$ cat src/rtl/pulse_peak_finder.sv
`default_nettype none
// +--------------------------------------------------------------------+
// | Module   : pulse_peak_finder                                       |
// | Purpose  : scans a filtered sample stream for pulses and reports   |
// |            peak amplitude, peak timestamp and width per pulse.     |
// | Option   : PEAK_PILEUP_FLAG_EN builds the pileup detector.         |
// | Revision : 1.0                                                     |
// +--------------------------------------------------------------------+
module pulse_peak_finder #(
  parameter int SIZE_DATA = 16,
  parameter int SIZE_TS   = 16,
  parameter int MAX_LEN   = 64,
  parameter int SIZE_HOLD = 8
) (
  input  logic                 clk,
  input  logic                 reset,
  input  logic [SIZE_DATA-1:0] input_data,
  input  logic [SIZE_DATA-1:0] threshold,
  input  logic [SIZE_HOLD-1:0] holdoff,
  output logic [SIZE_DATA-1:0] peak_amp,
  output logic [SIZE_TS-1:0]   peak_ts,
  output logic [6:0]           peak_width,
  output logic                 peak_valid,
  output logic                 peak_ovf,
  output logic                 pileup,
  output logic                 busy
);

  localparam int               LEN_W     = $clog2(MAX_LEN + 1);
  localparam logic [LEN_W-1:0] c_len_max = LEN_W'(MAX_LEN);

  typedef enum logic [1:0] {
    S_IDLE    = 2'd0,
    S_ARMED   = 2'd1,
    S_HOLDOFF = 2'd2
  } state_t;

  state_t               state_q, state_d;
  logic [SIZE_TS-1:0]   ts_q;
  logic [SIZE_DATA-1:0] d0_q;
  logic [SIZE_DATA-1:0] thr_q, thr_d;
  logic [SIZE_DATA-1:0] max_q, max_d;
  logic [SIZE_TS-1:0]   max_ts_q, max_ts_d;
  logic [LEN_W-1:0]     len_q, len_d, w_len_inc;
  logic [SIZE_HOLD-1:0] hold_q, hold_d;
  logic [SIZE_DATA-1:0] amp_q, amp_d;
  logic [SIZE_TS-1:0]   pts_q, pts_d;
  logic [6:0]           width_q, width_d;
  logic                 valid_q, valid_d;
  logic                 ovf_q, ovf_d;
  logic                 w_report;

  always_comb begin
    state_d   = state_q;
    thr_d     = thr_q;
    max_d     = max_q;
    max_ts_d  = max_ts_q;
    len_d     = len_q;
    hold_d    = hold_q;
    amp_d     = amp_q;
    pts_d     = pts_q;
    width_d   = width_q;
    ovf_d     = ovf_q;
    valid_d   = 1'b0;
    w_report  = 1'b0;
    w_len_inc = (len_q == c_len_max) ? c_len_max : len_q + LEN_W'(1);
    case (state_q)
      S_IDLE: begin
        if (d0_q > threshold) begin
          state_d  = S_ARMED;
          thr_d    = threshold;
          max_d    = d0_q;
          max_ts_d = ts_q;
          len_d    = LEN_W'(1);
        end
      end
      S_ARMED: begin
        len_d = w_len_inc;
        // Strict compare keeps the earliest timestamp on a plateau.
        if (d0_q > max_q) begin
          max_d    = d0_q;
          max_ts_d = ts_q;
        end
        if (d0_q <= thr_q) begin
          w_report = 1'b1;
          width_d  = 7'(len_q);
          ovf_d    = 1'b0;
        end else if (w_len_inc == c_len_max) begin
          w_report = 1'b1;
          width_d  = 7'(w_len_inc);
          ovf_d    = 1'b1;
        end
        if (w_report) begin
          valid_d = 1'b1;
          amp_d   = max_d;
          pts_d   = max_ts_d;
          state_d = S_HOLDOFF;
          hold_d  = holdoff;
        end
      end
      S_HOLDOFF: begin
        if (hold_q == '0) begin
          state_d = S_IDLE;
        end else begin
          hold_d = hold_q - SIZE_HOLD'(1);
        end
      end
      default: state_d = S_IDLE;
    endcase
  end

  always_ff @(posedge clk) begin
    if (reset) begin
      state_q  <= S_IDLE;
      ts_q     <= '0;
      d0_q     <= '0;
      thr_q    <= '0;
      max_q    <= '0;
      max_ts_q <= '0;
      len_q    <= '0;
      hold_q   <= '0;
      amp_q    <= '0;
      pts_q    <= '0;
      width_q  <= '0;
      valid_q  <= 1'b0;
      ovf_q    <= 1'b0;
    end else begin
      state_q  <= state_d;
      ts_q     <= ts_q + SIZE_TS'(1);
      d0_q     <= input_data;
      thr_q    <= thr_d;
      max_q    <= max_d;
      max_ts_q <= max_ts_d;
      len_q    <= len_d;
      hold_q   <= hold_d;
      amp_q    <= amp_d;
      pts_q    <= pts_d;
      width_q  <= width_d;
      valid_q  <= valid_d;
      ovf_q    <= ovf_d;
    end
  end

  assign peak_amp   = amp_q;
  assign peak_ts    = pts_q;
  assign peak_width = width_q;
  assign peak_valid = valid_q;
  assign peak_ovf   = ovf_q;
  assign busy       = (state_q != S_IDLE);

`ifdef PEAK_PILEUP_FLAG_EN
  logic [SIZE_DATA-1:0] d1_q;
  logic                 pu_q, pu_d;
  logic                 fell_q, fell_d;
  logic                 pileup_q, pileup_d;
  logic                 w_rise;

  // A rise after a fall while still above threshold marks a second pulse riding on the first.
  always_comb begin
    pu_d     = pu_q;
    fell_d   = fell_q;
    pileup_d = pileup_q;
    w_rise   = (state_q == S_ARMED) && fell_q && (d0_q > d1_q) && (d0_q > thr_q);
    if (state_q == S_ARMED) begin
      if (d0_q < d1_q) begin
        fell_d = 1'b1;
      end else if (w_rise) begin
        fell_d = 1'b0;
      end
    end else begin
      fell_d = 1'b0;
    end
    if (w_report) begin
      pileup_d = pu_q | w_rise;
      pu_d     = 1'b0;
    end else if (w_rise || ((state_q == S_HOLDOFF) && (d0_q > thr_q))) begin
      pu_d = 1'b1;
    end
  end

  always_ff @(posedge clk) begin
    if (reset) begin
      d1_q     <= '0;
      pu_q     <= 1'b0;
      fell_q   <= 1'b0;
      pileup_q <= 1'b0;
    end else begin
      d1_q     <= d0_q;
      pu_q     <= pu_d;
      fell_q   <= fell_d;
      pileup_q <= pileup_d;
    end
  end

  assign pileup = pileup_q;
`else
  assign pileup = 1'b0;
`endif

endmodule
`default_nettype wire

$ cat config.mk
export PLATFORM = sky130hd
export DESIGN_NAME = pulse_peak_finder
export DESIGN_NICKNAME = d
export VERILOG_FILES = /design/src/rtl/pulse_peak_finder.sv
export SDC_FILE = /design/constraint.sdc
export NUM_CORES = 1
export LEC_CHECK = 0
export ABC_AREA = 1
export CAP_MARGIN = 20
export CELL_PAD_IN_SITES_DETAIL_PLACEMENT = 1
export CELL_PAD_IN_SITES_GLOBAL_PLACEMENT = 2
export CORE_MARGIN = 4
export CORE_UTILIZATION = 29
export DETAILED_ROUTE_END_ITERATION = 6
export GPL_ROUTABILITY_DRIVEN = 0
export PLACE_DENSITY_LB_ADDON = 0.15
export SETUP_SLACK_MARGIN = 0.1
export SLEW_MARGIN = 10
export SYNTH_ARGS = -nofsm -noshare
export SYNTH_HDL_FRONTEND = slang
export SYNTH_SLANG_ARGS = --single-unit
$ cat constraint.sdc
create_clock -name clk -period 2.09 [get_ports clk]
set_input_delay 0.627 -clock clk [delete_from_list [all_inputs] [get_ports clk]]
set_output_delay 0.627 -clock clk [all_outputs]
set_load 0.1 [all_outputs]
==> run_results.csv <==
group,metric,value,unit
clocking,max-clock-path-buffers,2,
worst_hold_path,hold_path_class,"reg2reg",
timing,clock.fmax,0.465,GHz
placed_design,post-place-ws,-776,ps
power,peakVddDrop,0.451,mV
floorplan,die_h,171,um
synthesis,ys.flop_type,"dfxtp_1",
placed_design,place.detailed.hpwl,17.8,mm
worst_setup_path,path_common_cell,"nand3_2",
timing,min_period_over_period,103,%
worst_setup_path,timing.critical_path.fanout_max,16,
synthesis,synth_area_per_cell,6.75,sq um
worst_setup_path,critical_path.top_delay_family,"simple AND/OR/NAND/NOR gates",
clocking,cts_tree,"yes",
clocking,cts_sinks,138,
synthesis,syn_nets,1240,
timing,skew,8.82,ps
timing,setup_violations,17,
route,antenna_left,0,
clocking,htreeDepth,4,
clocking,clock_insertion_delay_worst_skew,440,ps
floorplan,ioPinCount,85,
worst_setup_path,timing.critical_path.required,2470,ps
worst_setup_path,worst-endpoint-arrival,2530,ps
power,power.density_cell_area,779,nW/um^2
power,power.switching_fraction,37.3,%
global_routing,first_global_vias,8015,
floorplan,design.core.area,26100,sq um
clocking,clk_pin_slew_worst_paths,60,ps
power,power.sequential.fraction,30.5,%
clocking,tritoncts.num_buffers,17,
cells_and_area,filler_cell_count,3103,
floorplan,die_w,171,um
synthesis,synthesized_area,7730,sq um
synthesis,seq_area_frac_synth,35.7,%
global_routing,antenna_violations_before_repair,0,
timing,rsz0062_at_grt,"true",
power,power.share.clock,31.5,%
synthesis,synth_edf_count,0,
worst_setup_path,setup.worst_path.end_class,"flop",
worst_setup_path,timing.critical_path.slowest_cell_delay,350,ps
global_routing,overall_global_routing_usage,18.3,%
cells_and_area,fin_nets,1406,
timing,worstMarginPinSlew,538,ps
route,drt-initial-drc-count,231,
route,via_per_inst,4.84,
status,violations_in_the_final_reports,"setup timing",
route,wl_per_cell,16.9,um
worst_setup_path,worst_setup_path_start_kind,"flop",
global_routing,globalRoute.totalOverflow,0,
floorplan,rows,59,
route,drt-total-wl,28.0,mm
timing,worst_slack,-60.0,ps
power,p_switching,3.65,mW
timing,number_of_hold_slack_violations_in_the_final_timing_report,0,
synthesis,netlist_top_cells_area,"dfxtp_1, nand3_1, nand2_1",
route,drtPass1Iterations,4,
run,timing.max_cap.violations,0,
synthesis,synth_most_common_cell,"nand2_1",
cells_and_area,layoutNonFillerInstCount,1658,
cells_and_area,syn2layout_area_growth,62.7,%
power,internal-power,6.14,mW
floorplan,die-area,29300,sq um
clocking,postCtsHoldBufs,0,
synthesis,postSynthCellCount,1145,
worst_setup_path,worst_path_buf_inv,5,
cells_and_area,final_layout_size_suffix_gt1_share,38.7,%
synthesis,synthesis.yosys.warnings,0,
global_routing,grt_start_max_net_pins,42,
worst_setup_path,critical-path-slowest-cell,"dfxtp_2",
synthesis,synthDominantAreaCellType,"dfxtp_1",
placed_design,numPlacedInstances,1589,
clocking,cts_root_buffer,"clkbuf_16",
floorplan,effective_utilization_at_floorplan,29.6,%
synthesis,async_s_r_ff_share_synth,0,%
timing,final.min_clock_period,2150,ps
timing,maxSlewViolCount,0,
timing,slew-limit-headroom,64.2,%
status,run_status,"complete, but fails checks",
synthesis,synth_top_cells_by_count,"nand2_1, inv_1, nand3_1",
power,p_leak,5.61,nW
cells_and_area,insertedDiodeCount,0,
synthesis,synthDistinctLibCells,35,
worst_setup_path,crit_chain,"inv_2 -> ha_4 -> buf_4 -> a21oi_1 -> o21ai_0 -> nor2_2 -> nand2_4 -> buf_12 -> buf_16 -> nand3_1 -> nand3_2 -> nand3_2 -> nand2_1 -> inv_1",
power,combPwrFrac,38.0,%
synthesis,synth_top_cell_area_share,35.7,%
placed_design,io_buffers,83,
route,route.vias.total,8018,
global_routing,grt_first_pass_wirelength,42.8,mm
synthesis,synth-seq-cells,138,
worst_setup_path,critical_path_class,"reg2reg",
route,remaining_drc_errors,0,
## through the flow
stage	power (mW)	hold slack [ps]	utilization (%)	TNS, ps	area [sq um]
after floorplan	4.64	428	-	0	7840
after global routing	10.3	471	48.1	-10590	12600
after CTS	9.24	451	43.0	0	11200
final	9.80	447	48.1	-457	12600
after global placement	5.70	442	38.5	-37520	10100
after detailed placement	5.74	441	38.5	-42620	10100
## final timing paths
kind / start / endpoint / slack (ps) / cells past startpoint
setup / recovery: max_q[13] / max_q[11] / -60 / 14
hold / removal: thr_q[0] / thr_q[0] / 450 / 2
setup reg to reg: max_q[13] / max_q[11] / -60 / 14
hold reg to reg: thr_q[0] / thr_q[0] / 450 / 2
## state kept, by name (all words and copies together) (netlist names)
| name | flops |
|---|---|
| d0_q | 16 |
| hold_q | 8 |
| len_q | 7 |
| max_q | 16 |
| max_ts_q | 16 |
| peak_amp | 16 |
| peak_ovf | 1 |
| peak_ts | 16 |
| peak_valid | 1 |
| peak_width | 7 |
| state_q | 2 |
| thr_q | 16 |
| ts_q | 16 |
## repair_timing
action / 4_1_cts / 5_1_grt
endpoints found under the setup margin: 108 / 108
pin swaps: 23 / 70
cloned: 4 / 6
endpoints found under the hold margin: 0 / 0
resized for setup: 139 / 276
buffers inserted: 12 / 17
## power groups by stage
stage          registers (mW)  logic [mW]  clock network (mW)
2_1_floorplan            3.28        1.36                   0
5_1_grt                  3.01        4.04                3.27
6_report                 2.99        3.73                3.08
3_5_place_dp             3.02        2.72                   0
3_3_place_gp             3.02        2.68                   0
4_1_cts                  2.97        3.11                3.16
## worst register-to-register path, cell delays in order, from the launching register on
cell     delay [ps]
dfxtp_2         350
inv_2            60
ha_4            230
buf_4           130
a21oi_1         150
o21ai_0         120
nor2_2          210
nand2_4         130
buf_12          150
buf_16          160
nand3_1         150
nand3_2         110
nand3_2          70
nand2_1          50
inv_1            40
## final cells by class
class / instances / area (sq um) / area share [%]
clock buffers: 20 / 457 / 3.63
repair buffers: 206 / 2690 / 21.4
inverters: 195 / 753 / 5.99
well taps: 335 / 419 / 3.33
clock inverters: 11 / 123 / 0.975
flip-flops and latches: 138 / 2830 / 22.5
multi-input cells: 753 / 5310 / 42.2
## cell usage in the layout (no fill, tap or decap), types with 23 or more instances in the layout
cell type / n
ha_1: 27
ha_4: 25
clkdlybuf4s50_1: 25
nand2_2: 58
buf_4: 68
nand3_1: 110
buf_12: 66
nand4_1: 40
nand2_1: 135
o21ai_1: 34
nand3_2: 76
dfxtp_1: 112
inv_1: 166
o21ai_0: 23
a21oi_1: 42
nor2_1: 64
## logic make-up (layout without fill, tap and decap cells)
group | after synthesis | after routing | share of synthesized area [%]
buffers and inverters | 254 | 432 | 13.1
flip-flops | 138 | 138 | 35.7
multiplexers | 2 | 2 | 0.259
AND/OR/NAND/NOR | 553 | 553 | 32.5
AO/OA/AOI/OAI | 139 | 139 | 9.19
XOR/XNOR | 5 | 5 | 0.567
other | 1 | 1 | 0.0485
adder cells (fa/ha/maj) | 53 | 53 | 8.58
## routing by layer
metal	wire [um]	part of all wire (%)	track usage (%)	up-vias
met1	13300	47	24.7	3877
met2	13700	49	30.9	87
met3	744	2.7	3.31	16
met4	249	0.89	3.89	0
li1	-	-	-	4038
met5	0	0	0	-
Power figures use the tool's default switching activity.
